### config.mk
export PLATFORM = sky130hd
export DESIGN_NAME = cva6_icache_data_ctrl
export DESIGN_NICKNAME = d
export VERILOG_FILES = /design/src/rtl/cva6_icache_pkg.sv /design/src/rtl/cva6_icache_data_prio.sv /design/src/rtl/cva6_icache_data_ctrl.sv
export SDC_FILE = /design/constraint.sdc
export NUM_CORES = 1
export LEC_CHECK = 0
export BUFFER_PORTS_ARGS = -buffer_cell sky130_fd_sc_hd__buf_2
export CAP_MARGIN = 20
export CORE_AREA = 2 2 531 533
export DETAILED_ROUTE_END_ITERATION = 7
export DIE_AREA = 0 0 533 535
export PLACE_DENSITY_LB_ADDON = 0.15
export SETUP_SLACK_MARGIN = 0.5
export SLEW_MARGIN = 10
export SYNTH_ARGS = -nofsm -noshare
export SYNTH_HDL_FRONTEND = slang
export SYNTH_SLANG_ARGS = --single-unit
### constraint.sdc
create_clock -name clk_i -period 2.2 [get_ports clk_i]
set_input_delay 0.33 -clock clk_i [delete_from_list [all_inputs] [get_ports clk_i]]
set_output_delay 0.33 -clock clk_i [all_outputs]
set_load 0.1 [all_outputs]
### src/rtl/cva6_icache_pkg.sv
// Shared types and default sizing for the icache data-array controller.
package cva6_icache_pkg;

    localparam int unsigned DefNumWords    = 256;
    localparam int unsigned DefDataWidth   = 128;
    localparam int unsigned DefWayCount    = 4;
    localparam int unsigned DefStarveLimit = 4;

    typedef enum logic [1:0] {
        StInit,
        StRun,
        StFlush
    } state_e;

    typedef enum logic [1:0] {
        GntNone,
        GntRd,
        GntWr
    } gnt_sel_e;

endpackage

### src/rtl/cva6_icache_data_prio.sv
// Two-requester arbiter: refill writes win contention until reads have been
// passed over StarveLimit times in a row.
module cva6_icache_data_prio
    import cva6_icache_pkg::*;
#(
    parameter int unsigned StarveLimit = DefStarveLimit
) (
    input  logic clk_i,
    input  logic rst_i,
    input  logic en_i,
    input  logic rd_req_i,
    input  logic wr_req_i,
    output logic rd_gnt_o,
    output logic wr_gnt_o
);

    localparam int unsigned CntWidth = $clog2(StarveLimit + 1);

    logic [CntWidth-1:0] r_starve;
    logic [CntWidth-1:0] w_starve_d;
    logic                w_starved;
    gnt_sel_e            w_sel;

    assign w_starved = (r_starve == CntWidth'(StarveLimit));

    always_comb begin
        w_sel = GntNone;
        if (en_i) begin
            if (rd_req_i && wr_req_i) begin
                w_sel = w_starved ? GntRd : GntWr;
            end else if (rd_req_i) begin
                w_sel = GntRd;
            end else if (wr_req_i) begin
                w_sel = GntWr;
            end
        end
    end

    // A write grant with rd_req_i high is always contended and never starved.
    always_comb begin
        w_starve_d = r_starve;
        if (!rd_req_i || (w_sel == GntRd)) begin
            w_starve_d = '0;
        end else if (w_sel == GntWr) begin
            w_starve_d = r_starve + CntWidth'(1);
        end
    end

    always_ff @(posedge clk_i or posedge rst_i) begin
        if (rst_i) begin
            r_starve <= '0;
        end else begin
            r_starve <= w_starve_d;
        end
    end

    assign rd_gnt_o = (w_sel == GntRd);
    assign wr_gnt_o = (w_sel == GntWr);

endmodule

### src/rtl/cva6_icache_data_ctrl.sv
// Icache data-SRAM sequencer: zero-fill sweep after reset/flush, then
// arbitrates the shared SRAM port between fetch reads and refill writes.
module cva6_icache_data_ctrl
    import cva6_icache_pkg::*;
#(
    parameter int unsigned NumWords    = DefNumWords,
    parameter int unsigned DataWidth   = DefDataWidth,
    parameter int unsigned WayCount    = DefWayCount,
    parameter int unsigned StarveLimit = DefStarveLimit,
    parameter int unsigned AddrWidth   = $clog2(NumWords)
) (
    input  logic                          clk_i,
    input  logic                          rst_i,
    input  logic                          flush_i,
    output logic                          busy_o,
    input  logic                          rd_req_i,
    output logic                          rd_gnt_o,
    input  logic [AddrWidth-1:0]          rd_addr_i,
    input  logic [WayCount-1:0]           rd_way_i,
    output logic                          rd_rvalid_o,
    output logic [WayCount*DataWidth-1:0] rd_rdata_o,
    input  logic                          wr_req_i,
    output logic                          wr_gnt_o,
    input  logic [AddrWidth-1:0]          wr_addr_i,
    input  logic [WayCount-1:0]           wr_way_i,
    input  logic [DataWidth-1:0]          wr_data_i,
    input  logic [DataWidth/8-1:0]        wr_be_i,
    output logic [WayCount-1:0]           sram_req_o,
    output logic                          sram_we_o,
    output logic [AddrWidth-1:0]          sram_addr_o,
    output logic [DataWidth-1:0]          sram_wdata_o,
    output logic [DataWidth/8-1:0]        sram_be_o,
    input  logic [WayCount*DataWidth-1:0] sram_rdata_i
);

    state_e               r_state;
    state_e               w_state_d;
    logic [AddrWidth-1:0] r_cnt;
    logic [AddrWidth-1:0] w_cnt_d;
    logic                 r_rvalid;
    logic                 w_run_en;
    logic                 w_rd_gnt;
    logic                 w_wr_gnt;

    assign w_run_en = (r_state == StRun) && !flush_i;

    cva6_icache_data_prio #(
        .StarveLimit(StarveLimit)
    ) u_prio (
        .clk_i   (clk_i),
        .rst_i   (rst_i),
        .en_i    (w_run_en),
        .rd_req_i(rd_req_i),
        .wr_req_i(wr_req_i),
        .rd_gnt_o(w_rd_gnt),
        .wr_gnt_o(w_wr_gnt)
    );

    always_comb begin
        w_state_d = r_state;
        w_cnt_d   = r_cnt;
        unique case (r_state)
            StInit, StFlush: begin
                if (flush_i) begin
                    w_state_d = StFlush;
                    w_cnt_d   = '0;
                end else if (r_cnt == AddrWidth'(NumWords - 1)) begin
                    w_state_d = StRun;
                end else begin
                    w_cnt_d = r_cnt + AddrWidth'(1);
                end
            end
            StRun: begin
                if (flush_i) begin
                    w_state_d = StFlush;
                    w_cnt_d   = '0;
                end
            end
            default: begin
                w_state_d = StInit;
                w_cnt_d   = '0;
            end
        endcase
    end

    always_comb begin
        sram_req_o   = '0;
        sram_we_o    = 1'b0;
        sram_addr_o  = '0;
        sram_wdata_o = '0;
        sram_be_o    = '0;
        if (r_state != StRun) begin
            sram_req_o  = '1;
            sram_we_o   = 1'b1;
            sram_addr_o = r_cnt;
            sram_be_o   = '1;
        end else if (w_rd_gnt) begin
            sram_req_o  = rd_way_i;
            sram_addr_o = rd_addr_i;
        end else if (w_wr_gnt) begin
            sram_req_o   = wr_way_i;
            sram_we_o    = 1'b1;
            sram_addr_o  = wr_addr_i;
            sram_wdata_o = wr_data_i;
            sram_be_o    = wr_be_i;
        end
    end

    always_ff @(posedge clk_i or posedge rst_i) begin
        if (rst_i) begin
            r_state  <= StInit;
            r_cnt    <= '0;
            r_rvalid <= 1'b0;
        end else begin
            r_state  <= w_state_d;
            r_cnt    <= w_cnt_d;
            r_rvalid <= w_rd_gnt;
        end
    end

    assign busy_o      = (r_state != StRun);
    assign rd_gnt_o    = w_rd_gnt;
    assign wr_gnt_o    = w_wr_gnt;
    assign rd_rvalid_o = r_rvalid;
    assign rd_rdata_o  = sram_rdata_i;

endmodule

==> results_dict.tcl <==
set metrics [dict create \
    gp_congestion 0.8148 \
    path_clk_slew_ps 50 \
    post-route-period-util_pct 112.2 \
    dpl_cell_area_um2 11350 \
    max_slew.worst_pin.slew_ps 718.0 \
    synth_nets 1469 \
    synthAdderAreaFrac_pct 0.6342 \
    p_per_area_nw_per_um2 79.19 \
    antenna_found_initial 36 \
    multiInputGateArea_um2 2120 \
    final_area_um2 12590 \
    numPortBuffers 333 \
    drt-pass1-iter-count 4 \
    drc 0 \
    combinationalPowerShare_pct 32.0 \
    synth_compound_area_share_pct 6.977 \
    grt_use_total_pct 9.696 \
    fp.dieH_um 535 \
    cp-start-kind "register" \
    seqPwrFrac_pct 27.1 \
    cts.sinks 14 \
    clk_latency_ps 260 \
    leakage_nw 3.768 \
    ys_seq_elements 14 \
    areaGrowthSynthToFinish_pct 112.8 \
    max_freq_mhz 405.0 \
    worstHoldPathType "input pin to async pin" \
    grtUsageMet3_pct 21.07 \
    numCtsBuffers 3 \
    met1_usage_pct 3.100 \
    grt_max_degree 63 \
    rsz0062_at_grt "yes" \
    via_count 4889 \
    drv_slew 0 \
    grt_pass1_wl_mm 156.7 \
    dp_hpwl_mm 140.5 \
    r2r_start "r_cnt[0]" \
    use_met2_pct 13.69 \
    synthDominantCellAreaShare_pct 65.33 \
    synth_xor_area_share_pct 0.1480 \
    async_reset_ff_share_pct 100.0 \
    p_int_uw 683.4 \
    cts_root_buf "clkbuf_16" \
    syn_inst 781 \
    final.setup.worst_slack_ps -269.0 \
    synth_top_family_by_area "buffers and inverters" \
    tns_ps -26230 \
    status "finished with violations" \
    relSlewSlack_pct 52.08 \
    mostFrequentLayoutCells "buf_2 (172), buf_12 (172), and2_4 (128)" \
    gr-max-usage-layer "met3" \
    yosys_warnings 0 \
    hold_viol 0 \
    drive_above_1_share_pct 88.03 \
    grt_overflow 0 \
    finClkSkew_ps 4.970 \
    dieArea_um2 285200 \
    yosysSeqAreaShare_pct 5.920 \
    synth_area_um2 5918 \
    start_util_pct 2.122 \
    crit_type "register to output port" \
    setup_violations 158 \
    seqCellArea_um2 350.3 \
    synth_area_per_cell_um2 7.578 \
    clockPowerShare_pct 41.0 \
    cts_tree "built" \
    dp_slack_ps -140.0 \
    die-width_um 533 \
    routedWlPerCell_um 33.84 \
    ir_drop_v 0.0001698 \
    cts_buffer_depth 2 \
    arrival_ps 2140 \
    n_fill_cell 33030 \
    regToRegEndpoint "r_cnt[1]" \
    num-nets-final 1349 \
    first_global_vias 5219 \
    r2r_setup_slack_ps 610 \
    drv_cap 0 \
    crit_fanout 5 \
    fp.coreArea_um2 278900 \
    required_ps 1870 \
    wirelength_mm 148.8 \
    rows 194 \
    reg2reg_depth 5 \
    yosys.area_share.simple_pct 17.27 \
    drtIter0Drc 192 \
    io-pin-count 1358 \
    ant_nets 0 \
    synthTopCellsByArea "buf_4 (65%), and2_1 (14%), dfrtp_1 (5.9%), buf_6 (2.3%), a221o_1 (2.0%)" \
    synth_enable_flop_cells 0 \
    synthMuxAreaShare_pct 0.3383 \
    vias_per_cell 1.112 \
    violations "negative setup slack" \
    ys.flop_type "dfrtp_1" \
    htreeDepth 1 \
    synth_cell_types 42 \
    power_switching_uw 313.9 \
    yosysTopAreaCell "buf_4" \
    crit_path_end_kind "output port" \
    switching_share_pct 31.47 \
    fin_crit_ps 2469 \
]
==> through the flow <==
stage          util [%]  hold slack [ps]  total power [mW]  std cells
2_1_floorplan         -            219.2             4.727        781
3_3_place_gp      4.070            522.4            0.5952       4333
3_5_place_dp      4.070            495.1            0.5888       4333
4_1_cts           4.281            231.7             1.012       4357
5_1_grt           4.510            239.7             1.039       4391
6_report          4.516            194.2            0.9974       4397
==> power by group through the flow <==
| stage | clock [mW] | sequential, mW | combinational (mW) |
|---|---|---|---|
| 6_report | 0.409 | 0.270 | 0.319 |
| 5_1_grt | 0.429 | 0.271 | 0.340 |
| 4_1_cts | 0.420 | 0.270 | 0.322 |
| 3_5_place_dp | 0 | 0.274 | 0.315 |
| 3_3_place_gp | 0 | 0.275 | 0.320 |
| 2_1_floorplan | 0 | 0.271 | 4.46 |
==> cell usage after synthesis, types with 2 or more instances <==
cell type  count
buf_6         12
nand2b_1       3
clkbuf_1       3
buf_4        515
inv_1          8
nand2_1        5
nor2_1         2
a21oi_1        8
buf_2          4
a21o_1        16
o21ai_0        4
mux2i_1        2
nor3_1         2
nand4_1        3
a221o_1       12
nand3_1        4
and2_1       135
dfrtp_1       14
and3_1         2
a211oi_1       2
ha_1           3
a31oi_1        2
==> cell type report <==
class                      instances  area share (%)
timing repair buffer             409           42.19
tap                             3724           37.00
multi-input combinational        225           16.83
sequential                        14           2.782
clock buffer                       4          0.7053
antenna                           13          0.2583
inverter                           8          0.2384
==> worst max-delay path, cell delays in order, from the launching register on <==
cell and delay (ps):
dfrtp_1 420, inv_2 110, ha_4 160, nand3_4 100
and3_4 260, buf_6 140, buf_8 130, a221o_4 370
buf_12 170
==> flip-flops by register name, indices dropped and copies added, names as in the netlist <==
name,flops
u_prio.r_starve,3
r_cnt,8
rd_rvalid_o,1
r_state,2
==> routing by layer <==
layer	vias to the layer above	routed length [um]
met5	-	504
met4	28	3534
met3	237	66670
met2	1049	59750
met1	1866	18360
li1	1709	-
==> worst max-delay path by stage <==
stage	start	to	slack (ps)	cells past startpoint
after global routing	u_prio.r_starve[1]	sram_req_o[3]	-340	8
after CTS	u_prio.r_starve[1]	sram_addr_o[6]	-340	7
after global placement	u_prio.r_starve[1]	sram_addr_o[7]	-240	7
after floorplan	r_state[1]	sram_be_o[10]	130	6
after detailed placement	u_prio.r_starve[1]	sram_addr_o[7]	-140	7
final	u_prio.r_starve[1]	sram_addr_o[5]	-270	8
==> kinds of logic (layout without fill, tap and decap cells) <==
logic type	Yosys count	count (layout)
simple gates	164	165
buf+inv	543	421
compound gates	54	54
flops	14	14
xor+xnor	1	1
other cells	0	13
mux	2	2
fa+ha+maj	3	3
==> repair_timing <==
item,4_1_cts,5_1_grt
gates cloned,6,11
endpoints found under the setup margin,161,163
buffers inserted,14,16
hold buffers,0,0
resized for setup,72,88
pin swaps,38,54
Note: power is estimated with default switching activity, not from simulation.
